$ cat config.mk
export PLATFORM = sky130hd
export DESIGN_NAME = mark_stepper_flat
export DESIGN_NICKNAME = d
export VERILOG_FILES = /design/src/rtl/mark_stepper_if.sv /design/src/rtl/mark_stepper.sv /design/src/flat_wrapper.sv
export SDC_FILE = /design/constraint.sdc
export NUM_CORES = 1
export LEC_CHECK = 0
export ABC_CLOCK_PERIOD_IN_PS = 8850
export BUFFER_PORTS_ARGS = -buffer_cell sky130_fd_sc_hd__buf_2
export CORE_ASPECT_RATIO = 1.2
export CORE_MARGIN = 2
export CORE_UTILIZATION = 50
export DETAILED_ROUTE_END_ITERATION = 8
export GPL_TIMING_DRIVEN = 0
export HOLD_SLACK_MARGIN = 0.15
export PLACE_DENSITY_LB_ADDON = 0.05
export SYNTH_ARGS = -nofsm -noshare
export SYNTH_HDL_FRONTEND = slang
export SYNTH_SLANG_ARGS = --single-unit
$ cat constraint.sdc
create_clock -name clock -period 8.85 [get_ports clock]
set_clock_uncertainty 0.05 [all_clocks]
set_input_delay 0.885 -clock clock [delete_from_list [all_inputs] [get_ports clock]]
set_output_delay 0.885 -clock clock [all_outputs]
set_load 0.05 [all_outputs]
$ cat src/rtl/mark_stepper_if.sv
// Handshake between mark_stepper and its distance checker.
interface mark_stepper_if #(
   parameter int VW       = 8,
   parameter int MAXVALUE = 32
);
   logic [VW-1:0]       val;
   logic                startCompute;
   logic                cleanup;
   logic                resultsReady;
   logic                good;
   logic [MAXVALUE-1:0] pdHash;

   modport master (
      output val, startCompute, cleanup,
      input  resultsReady, good, pdHash
   );

   modport slave (
      input  val, startCompute, cleanup,
      output resultsReady, good, pdHash
   );
endinterface

$ cat src/rtl/mark_stepper.sv
// Per-level mark search: proposes candidates to the distance checker and commits the first clash-free one.
//
// state  | meaning
// IDLE   | waiting for start
// ISSUE  | startCompute high for the current candidate
// ARM    | checker still shows its idle resultsReady; ignore it
// WAIT   | waiting for the checker verdict
// PLACED | mark committed, outputs held until resume or abort
// EXH    | one-cycle exhaustion report
module mark_stepper #(
   parameter int VW       = 8,
   parameter int MAXVALUE = 32
) (
   input  logic                clock,
   input  logic                reset,
   input  logic                start,
   input  logic                resume,
   input  logic                abort,
   input  logic [VW-1:0]       startValue,
   input  logic [VW-1:0]       limit,
   mark_stepper_if.master      chk,
   output logic [MAXVALUE-1:0] dist_mask,
   output logic [VW-1:0]       mark_out,
   output logic [VW-1:0]       next_start,
   output logic                placed,
   output logic                exhausted,
   output logic                busy
);

   typedef enum logic [2:0] {
      S_IDLE, S_ISSUE, S_ARM, S_WAIT, S_PLACED, S_EXH
   } state_t;

   state_t              state_q, state_d;
   logic [VW-1:0]       val_q, val_d;
   logic [VW-1:0]       mark_q, mark_d;
   logic [VW-1:0]       next_q, next_d;
   logic [MAXVALUE-1:0] mask_q, mask_d;
   logic                sc_q, sc_d;
   logic                cl_q, cl_d;
   logic                pl_q, pl_d;
   logic                ex_q, ex_d;
   logic                busy_q, busy_d;

   // One extra bit so a candidate of 2^VW-1 compares past limit instead of wrapping.
   logic [VW:0] val_inc, mark_inc, limit_x;

   assign val_inc  = {1'b0, val_q}  + {{VW{1'b0}}, 1'b1};
   assign mark_inc = {1'b0, mark_q} + {{VW{1'b0}}, 1'b1};
   assign limit_x  = {1'b0, limit};

   always_comb begin
      state_d = state_q;
      val_d   = val_q;
      mark_d  = mark_q;
      next_d  = next_q;
      mask_d  = mask_q;
      pl_d    = 1'b0;
      cl_d    = 1'b0;

      if (abort) begin
         state_d = S_IDLE;
         mask_d  = '0;
         cl_d    = 1'b1;
      end else begin
         unique case (state_q)
            S_IDLE: begin
               if (start) begin
                  val_d   = startValue;
                  state_d = ({1'b0, startValue} >= limit_x) ? S_EXH : S_ISSUE;
               end
            end
            S_ISSUE: state_d = S_ARM;
            S_ARM:   state_d = S_WAIT;
            S_WAIT: begin
               if (chk.resultsReady) begin
                  if (chk.good) begin
                     mask_d  = chk.pdHash;
                     mark_d  = val_q;
                     next_d  = val_inc[VW-1:0];
                     pl_d    = 1'b1;
                     state_d = S_PLACED;
                  end else if (val_inc >= limit_x) begin
                     state_d = S_EXH;
                  end else begin
                     val_d   = val_inc[VW-1:0];
                     state_d = S_ISSUE;
                  end
               end
            end
            S_PLACED: begin
               if (resume) begin
                  mask_d = '0;
                  if (mark_inc >= limit_x) begin
                     state_d = S_EXH;
                  end else begin
                     val_d   = mark_inc[VW-1:0];
                     state_d = S_ISSUE;
                  end
               end
            end
            S_EXH:   state_d = S_IDLE;
            default: state_d = S_IDLE;
         endcase
      end

      // Output flags follow the state being entered so they are registered with it.
      ex_d   = (state_d == S_EXH);
      sc_d   = (state_d == S_ISSUE);
      busy_d = (state_d == S_ISSUE) || (state_d == S_ARM) ||
               (state_d == S_WAIT)  || (state_d == S_EXH);
      if (state_d == S_EXH) mask_d = '0;
   end

   always_ff @(posedge clock or negedge reset) begin
      if (!reset) begin
         state_q <= S_IDLE;
         val_q   <= '0;
         mark_q  <= '0;
         next_q  <= '0;
         mask_q  <= '0;
         sc_q    <= 1'b0;
         cl_q    <= 1'b0;
         pl_q    <= 1'b0;
         ex_q    <= 1'b0;
         busy_q  <= 1'b0;
      end else begin
         state_q <= state_d;
         val_q   <= val_d;
         mark_q  <= mark_d;
         next_q  <= next_d;
         mask_q  <= mask_d;
         sc_q    <= sc_d;
         cl_q    <= cl_d;
         pl_q    <= pl_d;
         ex_q    <= ex_d;
         busy_q  <= busy_d;
      end
   end

   assign chk.val          = val_q;
   assign chk.startCompute = sc_q;
   assign chk.cleanup      = cl_q;
   assign dist_mask        = mask_q;
   assign mark_out         = mark_q;
   assign next_start       = next_q;
   assign placed           = pl_q;
   assign exhausted        = ex_q;
   assign busy             = busy_q;

endmodule

$ cat src/flat_wrapper.sv
// flat-port wrapper written by rule: the top's interface ports become plain ports
module mark_stepper_flat 
#(
   parameter int VW       = 8,
   parameter int MAXVALUE = 32
)
  (clock, reset, start, resume, abort, startValue, limit, dist_mask, mark_out, next_start, placed, exhausted, busy, chk_val, chk_startCompute, chk_cleanup, chk_resultsReady, chk_good, chk_pdHash);
  mark_stepper_if #(.VW(VW), .MAXVALUE(MAXVALUE)) chk_i ();
  input  logic clock;
  input  logic reset;
  input  logic start;
  input  logic resume;
  input  logic abort;
  input  logic [VW-1:0] startValue;
  input  logic [VW-1:0] limit;
  output logic [MAXVALUE-1:0] dist_mask;
  output logic [VW-1:0] mark_out;
  output logic [VW-1:0] next_start;
  output logic placed;
  output logic exhausted;
  output logic busy;
  output wire logic [$bits(chk_i.val)-1:0] chk_val;
  output wire logic [$bits(chk_i.startCompute)-1:0] chk_startCompute;
  output wire logic [$bits(chk_i.cleanup)-1:0] chk_cleanup;
  input wire logic [$bits(chk_i.resultsReady)-1:0] chk_resultsReady;
  input wire logic [$bits(chk_i.good)-1:0] chk_good;
  input wire logic [$bits(chk_i.pdHash)-1:0] chk_pdHash;
  assign chk_val = chk_i.val;
  assign chk_startCompute = chk_i.startCompute;
  assign chk_cleanup = chk_i.cleanup;
  assign chk_i.resultsReady = chk_resultsReady;
  assign chk_i.good = chk_good;
  assign chk_i.pdHash = chk_pdHash;
  mark_stepper #(.VW(VW), .MAXVALUE(MAXVALUE)) u_core (.clock(clock), .reset(reset), .start(start), .resume(resume), .abort(abort), .startValue(startValue), .limit(limit), .chk(chk_i), .dist_mask(dist_mask), .mark_out(mark_out), .next_start(next_start), .placed(placed), .exhausted(exhausted), .busy(busy));
endmodule
==> results.md, run 1 <==
- Leakage component of the power: approximately 0.0025 µW
- Aggregate routed wire length: 9.925 mm
- Number of endpoints failing setup at the final stage: 0
- Average instance area after synthesis: 9.198 µm²
- Req. time, crit path: about 9000 ps
- Total global routing track utilization: 24.52%
- Root Buffer: sky130_fd_sc_hd__clkbuf_8
- Starting utilization of the core area: 51.84%
- Inserted Clock Buffers: 9
- Final cycle utilization of the critical path: 38.16%
- Combined area of the multi-input logic cells: around 0.0020 mm²
- Power, Total: roughly 1200 µW
- Met2 usage in global routing: 43.73%
- Crit start category: flip-flop
- Pwr dens: 250.1 mW/mm²
- Number of enable-type register cells in the synthesized netlist: 0
- Ratio of cells with drive above 1 in the final layout: a little under a third
- Gates resized, CTS repair: 0
- Tightest Pin Transition: 961.2 ps
- Tightest slew margin relative to the limit: 35.43%
- Fraction of power spent switching nets: 43.35%
- Count of state elements after synthesis: 64
- DR WL/cell: 15.73 µm
- Count of input and output buffers: 115
- Largest fanout on the critical path: 10
- CTS tree: yes
- Reported max-cap violation count: 0
- DPL Wire Length: about 7.4 mm
- Gr ovfl total: 0
- # rows: 34
- Layer with the highest usage after global routing: met2
- # H-tree levels: 3
- Number of antenna violations at the first check in global routing: 0
- Chip Width: 83.28 µm
- Clock latency on the worst-skew pair: 340 ps
- Antenna violation net count after detailed routing: 0
- Post-route setup TNS: 0 ps
- Final number of max-transition violations: 0
- Last weighted congestion value of the routability-driven placer: roughly 0.86
- Met3 routing resource usage after global routing: 4.813%
- Synthesized cell area: 0.003771 mm²
- Flip-flop and latch area: 0.001602 mm²
- Number of nets in the finished design: 617
- Most common cell after layout, fill and taps aside: sky130_fd_sc_hd__buf_2
- Synth-to-Final Area Change: 24.92%
- Commonest cells after routing, fill and taps aside: sky130_fd_sc_hd__buf_2 (123), sky130_fd_sc_hd__dfrtp_1 (64), sky130_fd_sc_hd__nand2_1 (52)
- Setup repair after global routing missed its margin: false
- Part of the total power dissipated in sequential elements: 33.2%
- Placeable core area: about 0.0073 mm²
- P_int: 667.4 µW
- Combinational Power Share: between 30 and 40%
- Top_reg_cell synth: sky130_fd_sc_hd__dfrtp_1
- Library cell with the largest summed area after synthesis: sky130_fd_sc_hd__dfrtp_1
- Maximum number of pins on one net before global-route repair: 65
- Antenna fix cells: 0
- Vias per cell: ~5.6
- Share of async-settable or async-resettable flops after synthesis: 100.0%
- Die span in y: slightly below 100 µm
- Leading post-synthesis cells by cell area: sky130_fd_sc_hd__dfrtp_1 (42%), sky130_fd_sc_hd__ha_1 (8.6%), sky130_fd_sc_hd__a211oi_1 (6.8%), sky130_fd_sc_hd__a21oi_1 (6.0%), sky130_fd_sc_hd__nand2_1 (5.2%)
- Hold Crit Class: reg -> reg
- Relative contribution of the clock network to total power: 27.2%
- VDD IR-drop max: 0.3095 mV
- Starting DRT DRC Count: 145
- Net switching power: 510.7 µW
- Wire length of the first global-routing pass: 16.42 mm
- Cts-stage hold buffer count: 0
- Capturing element type of the critical path: flip-flop
- Routed via count: around 3500
- Area of the die: 0.008256 mm²
- Buffer depth of the longest clock path: 2
- Critical setup path kind: reg -> reg
- Vias in the first global route: 3450
- Seq/Total Area, Yosys: 42.47%
- Maximum clock frequency: roughly 0.3 GHz
- Post-CTS setup repair buffer count: 0
- Remaining DRCs: 0
- Final number of hold-violating endpoints: 0
- Synth Net Count: 491
- I/O pin count: between 100 and 150
- Clock-pin slew on the worst setup and hold paths: about 80 ps
- TritonCTS Sinks: 64
- Tmin final: 3377 ps
- Global-route track usage on met1: 28.84%
- Final hold slack: 460.4 ps
- Data arrival time of the critical path: about 3600 ps
- Router iterations before antenna repair: 4
- Syn Inst Count: 410
- Status: finished, final reports clean
- Cell variety after synth: 44
- Area share of the largest cell type after synthesis: 42.47%
- Fill cells: 665
- Yosys warning total: 0
==> synthesized netlist by cell type (3+ instances only) <==
cell and instances:
sky130_fd_sc_hd__a22oi_1 5, sky130_fd_sc_hd__o2111ai_1 3, sky130_fd_sc_hd__ha_1 26, sky130_fd_sc_hd__nand2_1 52, sky130_fd_sc_hd__xor2_1 6, sky130_fd_sc_hd__buf_6 3
sky130_fd_sc_hd__a21oi_1 45, sky130_fd_sc_hd__dfrtp_1 64, sky130_fd_sc_hd__o21a_1 4, sky130_fd_sc_hd__nand2b_1 4, sky130_fd_sc_hd__and3_1 4, sky130_fd_sc_hd__nor2_1 48
sky130_fd_sc_hd__nand3_1 11, sky130_fd_sc_hd__mux2_2 16, sky130_fd_sc_hd__a211oi_1 34, sky130_fd_sc_hd__o21ai_0 10, sky130_fd_sc_hd__buf_2 9, sky130_fd_sc_hd__xnor2_1 6
sky130_fd_sc_hd__inv_1 22, sky130_fd_sc_hd__clkbuf_1 9
==> power by group through the flow <==
stage / sequential, µW / combinational, µW / clock [µW]
final: 392 / 466 / 321
after global routing: 400 / 504 / 337
after CTS: 391 / 468 / 326
after detailed placement: 396 / 465 / 0
after global placement: 394 / 458 / 0
after floorplan: 534 / 193 / 0
==> cell type report <==
| class | instances | area share (%) |
|---|---|---|
| multi-input combinational | 302 | 41.75 |
| sequential | 64 | 34.00 |
| timing repair buffer | 115 | 12.27 |
| clock inverter | 7 | 2.656 |
| clock buffer | 9 | 2.629 |
| buffer | 22 | 2.550 |
| tap | 90 | 2.390 |
| inverter | 22 | 1.753 |
==> cell families after synthesis <==
kind of cell / count (synthesis) / share of synthesized area [%]
buffers and inverters: 44 / 5.375
AND/OR/NAND/NOR: 130 / 15.23
AO/OA/AOI/OAI: 117 / 20.47
XOR/XNOR: 12 / 2.787
multiplexers: 17 / 5.043
adder cells (fa/ha/maj): 26 / 8.626
flip-flops: 64 / 42.47
==> flip-flops by register name, summed over array words and instances (netlist names) <==
signal                   cells
u_core.dist_mask            32
u_core.chk.val               8
u_core.mark_out              8
u_core.next_start            8
u_core.state_q               3
u_core.busy                  1
u_core.chk.cleanup           1
u_core.chk.startCompute      1
u_core.exhausted             1
u_core.placed                1
==> layer usage <==
layer	wire length, µm	vias up	part of all wire, %
li1	-	1704	-
met1	3977	1682	40
met2	5133	126	52
met4	276	0	2.8
met5	0	-	0
met3	537	22	5.4
==> through the flow <==
step / utilization [%] / instance area (µm²) / cells / setup slack, ps
final: 64.76 / 4711 / 631 / 5473
after global routing: 64.76 / 4711 / 631 / 5216
after CTS: 64.76 / 4711 / 631 / 5454
after detailed placement: 61.33 / 4462 / 615 / 5490
after global placement: 61.30 / 4459 / 615 / 5524
after floorplan: - / 3771 / 410 / 5676
==> final timing paths <==
check / from / end / slack [ps] / cells past startpoint
worst max-delay path: u_core.chk.val[0] / u_core.chk.val[2] / 5470 / 12
worst max register to register: u_core.chk.val[0] / u_core.chk.val[2] / 5470 / 12
min in group asynchronous: reset / u_core.dist_mask[28] / 570 / 1
max in group asynchronous: reset / u_core.chk.val[7] / 7630 / 1
worst min-delay path: u_core.next_start[1] / u_core.next_start[1] / 460 / 1
worst min register to register: u_core.next_start[1] / u_core.next_start[1] / 460 / 1
==> worst max-delay path: stages, from the launching register on <==
cell and delay, ps:
sky130_fd_sc_hd__dfrtp_1 520, sky130_fd_sc_hd__ha_1 330, sky130_fd_sc_hd__nand2_1 80, sky130_fd_sc_hd__nor2_1 50
sky130_fd_sc_hd__xnor2_1 340, sky130_fd_sc_hd__inv_1 90, sky130_fd_sc_hd__ha_1 310, sky130_fd_sc_hd__a211oi_1 220
sky130_fd_sc_hd__o21ai_0 110, sky130_fd_sc_hd__o2111ai_1 260, sky130_fd_sc_hd__nand2_1 130, sky130_fd_sc_hd__nor2_2 380
sky130_fd_sc_hd__mux2_2 380
No activity file was read; power rests on OpenSTA's default activity.
==> run 2: changes to the inputs <==
Settings changed: ABC_AREA set to 1, ABC_CLOCK_PERIOD_IN_PS 8850 to 3150.
Clock period 8.85 ns to 3.15 ns, I/O delays scaled along.
==> results.md, run 2 <==
- Status: finished, final reports clean (unchanged)
- Post-synthesis share of cell area spent on full adders, half adders and majority gates: 8.913% (was 8.626%)
- Reported max-cap violation count: 0 (unchanged)
- Flip-flop and latch area: 0.001602 mm² (unchanged)
- I/O pin count: 116 (unchanged)
- Top_reg_cell synth: sky130_fd_sc_hd__dfrtp_1 (unchanged)
- Count of state elements after synthesis: 64 (unchanged)
- Req. time, crit path: 3360 ps (was 9030 ps)
- Share of async-settable or async-resettable flops after synthesis: 100.0% (unchanged)
- # H-tree levels: 3 (unchanged)
- Fraction of power spent switching nets: 45.57% (was 43.35%)
- Placed instance count: 676 (was 615)
- Router iterations before antenna repair: 4 (unchanged)
- Worst-case setup margin in the final layout: 218.3 ps (was 5473 ps)
- Critical setup path kind: reg -> reg (unchanged)
- Pwr dens: 770.5 mW/mm² (was 250.1 mW/mm²)
- Final cycle utilization of the critical path: 93.07% (was 38.16%)
- Largest fanout on the critical path: 10 (unchanged)
- Seq/Total Area, Yosys: 43.88% (was 42.47%)
- Inserted Clock Buffers: 9 (unchanged)
- Relative contribution of the clock network to total power: 22.8% (was 27.2%)
- Number of antenna violations at the first check in global routing: 0 (unchanged)
- Net switching power: 1624 µW (was 510.7 µW)
- Most common cell after layout, fill and taps aside: sky130_fd_sc_hd__nand2_1 (was sky130_fd_sc_hd__buf_2)
- Starting utilization of the core area: 51.07% (was 51.84%)
- Flip-flop count of the largest register, all copies and words added: 32 (unchanged)
- Vias in the first global route: 3224 (was 3450)
- Tightest slew margin relative to the limit: 61.62% (was 35.43%)
- Synthesized cell area: 0.003650 mm² (was 0.003771 mm²)
- TritonCTS Sinks: 64 (unchanged)
- Wire length of the first global-routing pass: 14.39 mm (was 16.42 mm)
- Number of nets in the finished design: 680 (was 617)
- Commonest cells after routing, fill and taps aside: sky130_fd_sc_hd__nand2_1 (160), sky130_fd_sc_hd__buf_2 (120), sky130_fd_sc_hd__dfrtp_1 (64) (was sky130_fd_sc_hd__buf_2 (123), sky130_fd_sc_hd__dfrtp_1 (64), sky130_fd_sc_hd__nand2_1 (52))
- Post-route setup TNS: 0 ps (unchanged)
- Beginning of the worst hold path: chk_pdHash[18] (was u_core.next_start[1])
- Top post-synthesis cells by count: sky130_fd_sc_hd__nand2_1 (160), sky130_fd_sc_hd__dfrtp_1 (64), sky130_fd_sc_hd__nor2_1 (50) (was sky130_fd_sc_hd__dfrtp_1 (64), sky130_fd_sc_hd__nand2_1 (52), sky130_fd_sc_hd__nor2_1 (48))
- Area share of xor/xnor cells in the synthesized design: 2.160% (was 2.787%)
- Share of the synthesized area in compound gates (AO/OA/AOI/OAI): 11.72% (was 20.47%)
- Antenna violation net count after detailed routing: 0 (unchanged)
- Post-layout utilization of the core: 64.72% (was 64.76%)
- Fill cells: 668 (was 665)
- Timing startpoint of the critical path: u_core.chk.val[0] (unchanged)
- Total global routing track utilization: 23.54% (was 24.52%)
- Final number of hold-violating endpoints: 0 (unchanged)
- VDD IR-drop max: 0.4212 mV (was 0.3095 mV)
- Tightest Pin Transition: 575.8 ps (was 961.2 ps)
- Last weighted congestion value of the routability-driven placer: 0.8797 (was 0.8559)
- Cell variety after synth: 32 (was 44)
- Maximum clock frequency: 0.3411 GHz (was 0.2961 GHz)
- DR WL/cell: 13.01 µm (was 15.73 µm)
- Routed via count: 3466 (was 3534)
- Power, Total: 3564 µW (was 1178 µW)
- Area of the die: 0.008002 mm² (was 0.008256 mm²)
- Dominant combinational cell family by area after synthesis: simple AND/OR/NAND/NOR gates (was compound AO/OA/AOI/OAI gates)
- Average instance area after synthesis: 7.765 µm² (was 9.198 µm²)
- Clock-pin slew on the worst setup and hold paths: 70 ps (was 80 ps)
- Combinational Power Share: 45.1% (was 39.6%)
- Synth Net Count: 551 (was 491)
- P_int: 1940 µW (was 667.4 µW)
- Yosys warning total: 0 (unchanged)
- Placeable core area: 0.007147 mm² (was 0.007274 mm²)
- Data arrival time of the critical path: 3140 ps (was 3550 ps)
- Part of the total power dissipated in sequential elements: 32.1% (was 33.2%)
- Combined area of the multi-input logic cells: 0.001779 mm² (was 0.001967 mm²)
- Capturing element type of the critical path: flip-flop (unchanged)
- Ratio of cells with drive above 1 in the final layout: 25.17% (was 31.05%)
- Final number of max-transition violations: 0 (unchanged)
- Leakage component of the power: 0.002694 µW (was 0.002488 µW)
- Multiplexer fraction of the synthesized cell area: 0% (was 5.043%)
- Hold Crit Class: in -> reg (was reg -> reg)
- Syn Inst Count: 470 (was 410)
- Leading post-synthesis cells by cell area: sky130_fd_sc_hd__dfrtp_1 (44%), sky130_fd_sc_hd__nand2_1 (16%), sky130_fd_sc_hd__ha_1 (8.9%), sky130_fd_sc_hd__o21ai_0 (5.8%), sky130_fd_sc_hd__nor2_1 (5.1%) (was sky130_fd_sc_hd__dfrtp_1 (42%), sky130_fd_sc_hd__ha_1 (8.6%), sky130_fd_sc_hd__a211oi_1 (6.8%), sky130_fd_sc_hd__a21oi_1 (6.0%), sky130_fd_sc_hd__nand2_1 (5.2%))
- Area share of the largest cell type after synthesis: 43.88% (was 42.47%)
- Library cell with the largest summed area after synthesis: sky130_fd_sc_hd__dfrtp_1 (unchanged)
- Vias per cell: 4.994 (was 5.601)
- Maximum number of pins on one net before global-route repair: 41 (was 65)
- Post-CTS setup repair buffer count: 0 (unchanged)
- Antenna fix cells: 0 (unchanged)
- Remaining DRCs: 0 (unchanged)
- Gr ovfl total: 0 (unchanged)
- Aggregate routed wire length: 9.028 mm (was 9.925 mm)
- # rows: 34 (unchanged)
- Die span in y: 97.59 µm (was 99.14 µm)
- Count of input and output buffers: 115 (unchanged)
- CTS tree: yes (unchanged)
- Crit start category: flip-flop (unchanged)
- Root Buffer: sky130_fd_sc_hd__clkbuf_8 (unchanged)
- Count leader, synth: sky130_fd_sc_hd__nand2_1 (was sky130_fd_sc_hd__dfrtp_1)
- Buffer depth of the longest clock path: 2 (unchanged)
- Worst Setup Slack post-DPL: 211.3 ps (was 5490 ps)
- Synth-to-Final Area Change: 26.74% (was 24.92%)
- Simple logic cell fraction of the synthesized area: 25.54% (was 15.23%)
- Starting DRT DRC Count: 145 (unchanged)
- Count of placed standard cells in the final layout, fillers left out: 694 (was 631)
- Number of enable-type register cells in the synthesized netlist: 0 (unchanged)
- Clock latency on the worst-skew pair: 330 ps (was 340 ps)
- DPL Wire Length: 7.135 mm (was 7.433 mm)
- Number of endpoints failing setup at the final stage: 0 (unchanged)
- Crit Reg-Reg Startpoint: u_core.chk.val[0] (unchanged)
- Chip Width: 82.00 µm (was 83.28 µm)
- Tmin final: 2932 ps (was 3377 ps)
## run 2: metrics by stage
step | hold WS, ps | area [µm²]
after floorplan | -30.59 | 3650
after global placement | 404.6 | 4338
after detailed placement | 295.4 | 4358
after CTS | 238.6 | 4611
after global routing | 260.0 | 4626
final | 257.9 | 4626
## run 2: final timing paths
| kind | end | slack [ps] | cells after the start |
|---|---|---|---|
| hold / removal | u_core.dist_mask[18] | 260 | 5 |
| max in group asynchronous | u_core.chk.val[2] | 1990 | 3 |
| min in group asynchronous | u_core.dist_mask[25] | 450 | 2 |
| setup / recovery | u_core.dist_mask[0] | 220 | 18 |
| setup reg to reg | u_core.dist_mask[0] | 220 | 18 |
| hold reg to reg | u_core.next_start[4] | 420 | 2 |
## run 2: cells by family after synthesis
kind of cell / Yosys count
compound gates: 76
xor+xnor: 9
fa+ha+maj: 26
buf+inv: 62
flops: 64
simple gates: 233
## run 2: power by group through the flow
stage	Sequential [µW]	Clock, µW	Combinational, µW
CTS	1140	829	1600
floorplan	1700	0	615
global placement	1150	0	1570
detailed placement	1150	0	1600
global route	1170	868	1750
finish	1140	811	1610
## run 2: cell type report
type	count	area share (%)
Sequential cell	64	34.62
Timing Repair Buffer	118	13.31
Tap cell	90	2.434
Inverter	47	3.814
Buffer	15	2.326
Clock buffer	14	3.733
Clock inverter	2	1.298
Multi-Input combinational cell	344	38.46
## run 2: per-layer routing
metal	GRT usage, %	vias to the layer above	part of all wire [%]
met2	39.84	111	49
met3	5.204	13	5.4
li1	-	1758	-
met1	28.79	1584	43
met4	8.590	0	1.9
met5	0	-	0
## run 2: critical path, stage by stage, from the launching register on
cell and delay [ps]:
sky130_fd_sc_hd__dfrtp_1 460, sky130_fd_sc_hd__nand3_1 150, sky130_fd_sc_hd__nor2_1 160, sky130_fd_sc_hd__nand3_1 120
sky130_fd_sc_hd__nor2_1 180, sky130_fd_sc_hd__xor2_2 240, sky130_fd_sc_hd__ha_1 300, sky130_fd_sc_hd__nand2_1 70
sky130_fd_sc_hd__nor2_1 50, sky130_fd_sc_hd__nand3_1 90, sky130_fd_sc_hd__nand2_1 60, sky130_fd_sc_hd__a21oi_1 110
sky130_fd_sc_hd__nand2_1 90, sky130_fd_sc_hd__nand2_1 60, sky130_fd_sc_hd__nand3_1 130, sky130_fd_sc_hd__nand2_1 120
sky130_fd_sc_hd__nand2_2 100, sky130_fd_sc_hd__buf_2 200, sky130_fd_sc_hd__nor2_1 120
## run 2: repair_timing
item,in CTS,in global routing
gates resized for setup,0,2
hold buffers,2,0
setup endpoints to repair,0,27
endpoints found under the hold margin,25,0
==> run 3: changes to the inputs <==
Settings changed: ABC_CLOCK_PERIOD_IN_PS 3150 to 3000, SETUP_SLACK_MARGIN set to 0.2.
Clock period 3.15 ns to 3 ns, I/O delays scaled along.
==> results.md, run 3 (synthesis results as in run 2) <==
- Status: finished, final reports clean (unchanged)
- Beginning of the worst hold path: chk_pdHash[15] (was chk_pdHash[18])
- # rows: 34 (unchanged)
- DPL Wire Length: 7.011 mm (was 7.135 mm)
- Tightest slew margin relative to the limit: 46.61% (was 61.62%)
- Commonest cells after routing, fill and taps aside: sky130_fd_sc_hd__nand2_1 (155), sky130_fd_sc_hd__buf_2 (115), sky130_fd_sc_hd__dfrtp_1 (59) (was sky130_fd_sc_hd__nand2_1 (160), sky130_fd_sc_hd__buf_2 (120), sky130_fd_sc_hd__dfrtp_1 (64))
- Final number of hold-violating endpoints: 0 (unchanged)
- Flip-flop count of the largest register, all copies and words added: 32 (unchanged)
- Wire length of the first global-routing pass: 15.04 mm (was 14.39 mm)
- Maximum number of pins on one net before global-route repair: 65 (was 41)
- Power, Total: 3876 µW (was 3564 µW)
- Timing startpoint of the critical path: u_core.chk.val[1] (was u_core.chk.val[0])
- Inserted Clock Buffers: 9 (unchanged)
- Router iterations before antenna repair: 4 (unchanged)
- Number of antenna violations at the first check in global routing: 0 (unchanged)
- Worst Setup Slack post-DPL: 86.98 ps (was 211.3 ps)
- Final cycle utilization of the critical path: 90.63% (was 93.07%)
- Met2 usage in global routing: 40.28% (was 39.84%)
- Starting DRT DRC Count: 127 (was 145)
- Pwr dens: 781.8 mW/mm² (was 770.5 mW/mm²)
- I/O pin count: 116 (unchanged)
- Leakage component of the power: 0.002767 µW (was 0.002694 µW)
- Part of the total power dissipated in sequential elements: 31.4% (was 32.1%)
- Cell-by-cell listing of the critical path: ha_4 -> nand3_4 -> nor2_2 -> nand2_2 -> xor2_2 -> ha_1 -> nand2_1 -> inv_1 -> nand3_1 -> nand2_1 -> a21oi_2 -> nand2_2 -> nand2_2 -> nand3_4 -> nand2_4 -> nand2_8 -> clkbuf_16 -> nor2_1 (was nand3_1 -> nor2_1 -> nand3_1 -> nor2_1 -> xor2_2 -> ha_1 -> nand2_1 -> nor2_1 -> nand3_1 -> nand2_1 -> a21oi_1 -> nand2_1 -> nand2_1 -> nand3_1 -> nand2_1 -> nand2_2 -> buf_2 -> nor2_1)
- Die span in y: 97.59 µm (unchanged)
- Largest fanout on the critical path: 6 (was 10)
- Antenna violation net count after detailed routing: 0 (unchanged)
- Global-route track usage on met1: 31.79% (was 28.79%)
- Count of input and output buffers: 115 (unchanged)
- DR WL/cell: 13.96 µm (was 13.01 µm)
- Req. time, crit path: 3210 ps (was 3360 ps)
- CTS tree: yes (unchanged)
- Last weighted congestion value of the routability-driven placer: 0.9382 (was 0.8797)
- Critical setup path kind: reg -> reg (unchanged)
- Remaining DRCs: 0 (unchanged)
- Routed via count: 3576 (was 3466)
- Aggregate routed wire length: 9.817 mm (was 9.028 mm)
- Reported max-cap violation count: 0 (unchanged)
- Clock-pin slew on the worst setup and hold paths: 70 ps (about the same)
- Final number of max-transition violations: 0 (unchanged)
- Tmin final: 2719 ps (was 2932 ps)
- Area of the die: 0.008002 mm² (unchanged)
- Gr ovfl total: 0 (unchanged)
- Fraction of power spent switching nets: 47.10% (was 45.57%)
- Slowest Stage Delay on Critical Path: 430 ps (was 460 ps)
- Net switching power: 1825 µW (was 1624 µW)
- Crit Reg-Reg Startpoint: u_core.chk.val[1] (was u_core.chk.val[0])
- Post-route setup TNS: 0 ps (unchanged)
- Chip Width: 82.00 µm (unchanged)
- # H-tree levels: 3 (unchanged)
- Tightest Pin Transition: 800.8 ps (was 575.8 ps)
- Capturing element type of the critical path: flip-flop (unchanged)
- Largest delay contributor family on the critical path: simple AND/OR/NAND/NOR gates (unchanged)
- P_int: 2050 µW (was 1940 µW)
- Buffer depth of the longest clock path: 2 (unchanged)
- Layer with the highest usage after global routing: met2 (unchanged)
- Most prevalent standard cell on the critical path: sky130_fd_sc_hd__nand2_2 (was sky130_fd_sc_hd__nand2_1)
- Data arrival time of the critical path: 2930 ps (was 3140 ps)
- Maximum clock frequency: 0.3678 GHz (was 0.3411 GHz)
- Antenna fix cells: 0 (unchanged)
- Number of endpoints failing setup at the final stage: 0 (unchanged)
- Most common cell after layout, fill and taps aside: sky130_fd_sc_hd__nand2_1 (unchanged)
- VDD IR-drop max: 0.4387 mV (was 0.4212 mV)
- Critical path buffer and inverter count: 2 (was 1)
- Met3 routing resource usage after global routing: 3.346% (was 5.204%)
- Placeable core area: 0.007147 mm² (unchanged)
- Cell area after layout: 0.004957 mm² (was 0.004626 mm²)
- Area after DPL: 0.004342 mm² (was 0.004358 mm²)
- Vias per cell: 5.087 (was 4.994)
- Setup repair after global routing missed its margin: true
- Worst-case setup margin in the final layout: 281.1 ps (was 218.3 ps)
- Ratio of cells with drive above 1 in the final layout: 33.28% (was 25.17%)
- Number of nets in the finished design: 691 (was 680)
- Combinational Power Share: 49.8% (was 45.1%)
- Starting utilization of the core area: 51.07% (unchanged)
- Total global routing track utilization: 24.53% (was 23.54%)
- Relative contribution of the clock network to total power: 18.8% (was 22.8%)
- Vias in the first global route: 3231 (was 3224)
- Hold Crit Class: in -> reg (unchanged)
- Max stage delay cell, worst path: sky130_fd_sc_hd__dfrtp_1 (unchanged)
- Final hold slack: 249.1 ps (was 257.9 ps)
- TritonCTS Sinks: 64 (unchanged)
- Clock latency on the worst-skew pair: 330 ps (about the same)
- Synth-to-Final Area Change: 35.82% (was 26.74%)
- Root Buffer: sky130_fd_sc_hd__clkbuf_8 (unchanged)
- Crit start category: flip-flop (unchanged)
[run 3: timing repair]
action                                 CTS  global route
pin swaps                                1            12
endpoints found under the hold margin   65             0
setup endpoints to repair               38            39
gates cloned                             0             2
gates resized for setup                  5            68
setup buffers                            6             4
hold buffers                             2             0
[run 3: cell type report]
class                   count  area [µm²]
repair buffers            129       723.2
well taps                  90       112.6
fillers                   605        2190
multi-input cells         344        2003
clock buffers              11       151.4
plain buffers              15       140.1
flip-flops and latches     64        1608
inverters                  47       176.4
clock inverters             3       42.54
[run 3: worst paths after layout]
check | cells past startpoint | to | slack (ps)
max | 18 | u_core.dist_mask[4] | 280
min | 5 | u_core.dist_mask[15] | 250
max reg2reg | 18 | u_core.dist_mask[4] | 280
min reg2reg | 2 | u_core.next_start[4] | 420
max in group asynchronous | 2 | u_core.mark_out[0] | 1770
min in group asynchronous | 2 | u_core.dist_mask[3] | 550
[run 3: worst min-delay path: cells and delay by family]
family / cells / cell delay [ps]
simple gates: 3 / 140
buf+inv: 1 / 90
compound gates: 1 / 60
[run 3: power groups by stage]
| stage | registers (µW) | logic, µW | clock network [µW] |
|---|---|---|---|
| 2_1_floorplan | 1790 | 646 | 0 |
| 3_3_place_gp | 1210 | 1640 | 0 |
| 3_5_place_dp | 1220 | 1670 | 0 |
| 4_1_cts | 1180 | 1780 | 751 |
| 5_1_grt | 1240 | 2100 | 791 |
| 6_report | 1220 | 1930 | 730 |
[run 3: per-stage QoR]
| step | utilization (%) | std cells |
|---|---|---|
| 2_1_floorplan | - | 470 |
| 3_3_place_gp | 60.71 | 675 |
| 3_5_place_dp | 60.75 | 675 |
| 4_1_cts | 64.71 | 697 |
| 5_1_grt | 69.36 | 703 |
| 6_report | 69.36 | 703 |
[run 3: metal layers]
layer  share of wire (%)  vias to the layer above  routed length (µm)
li1                    -                     1777                   -
met1                  43                     1684                4202
met2                  51                      107                4973
met3                 5.3                        8                 518
met4                 1.3                        0                 124
met5                   0                        -                   0
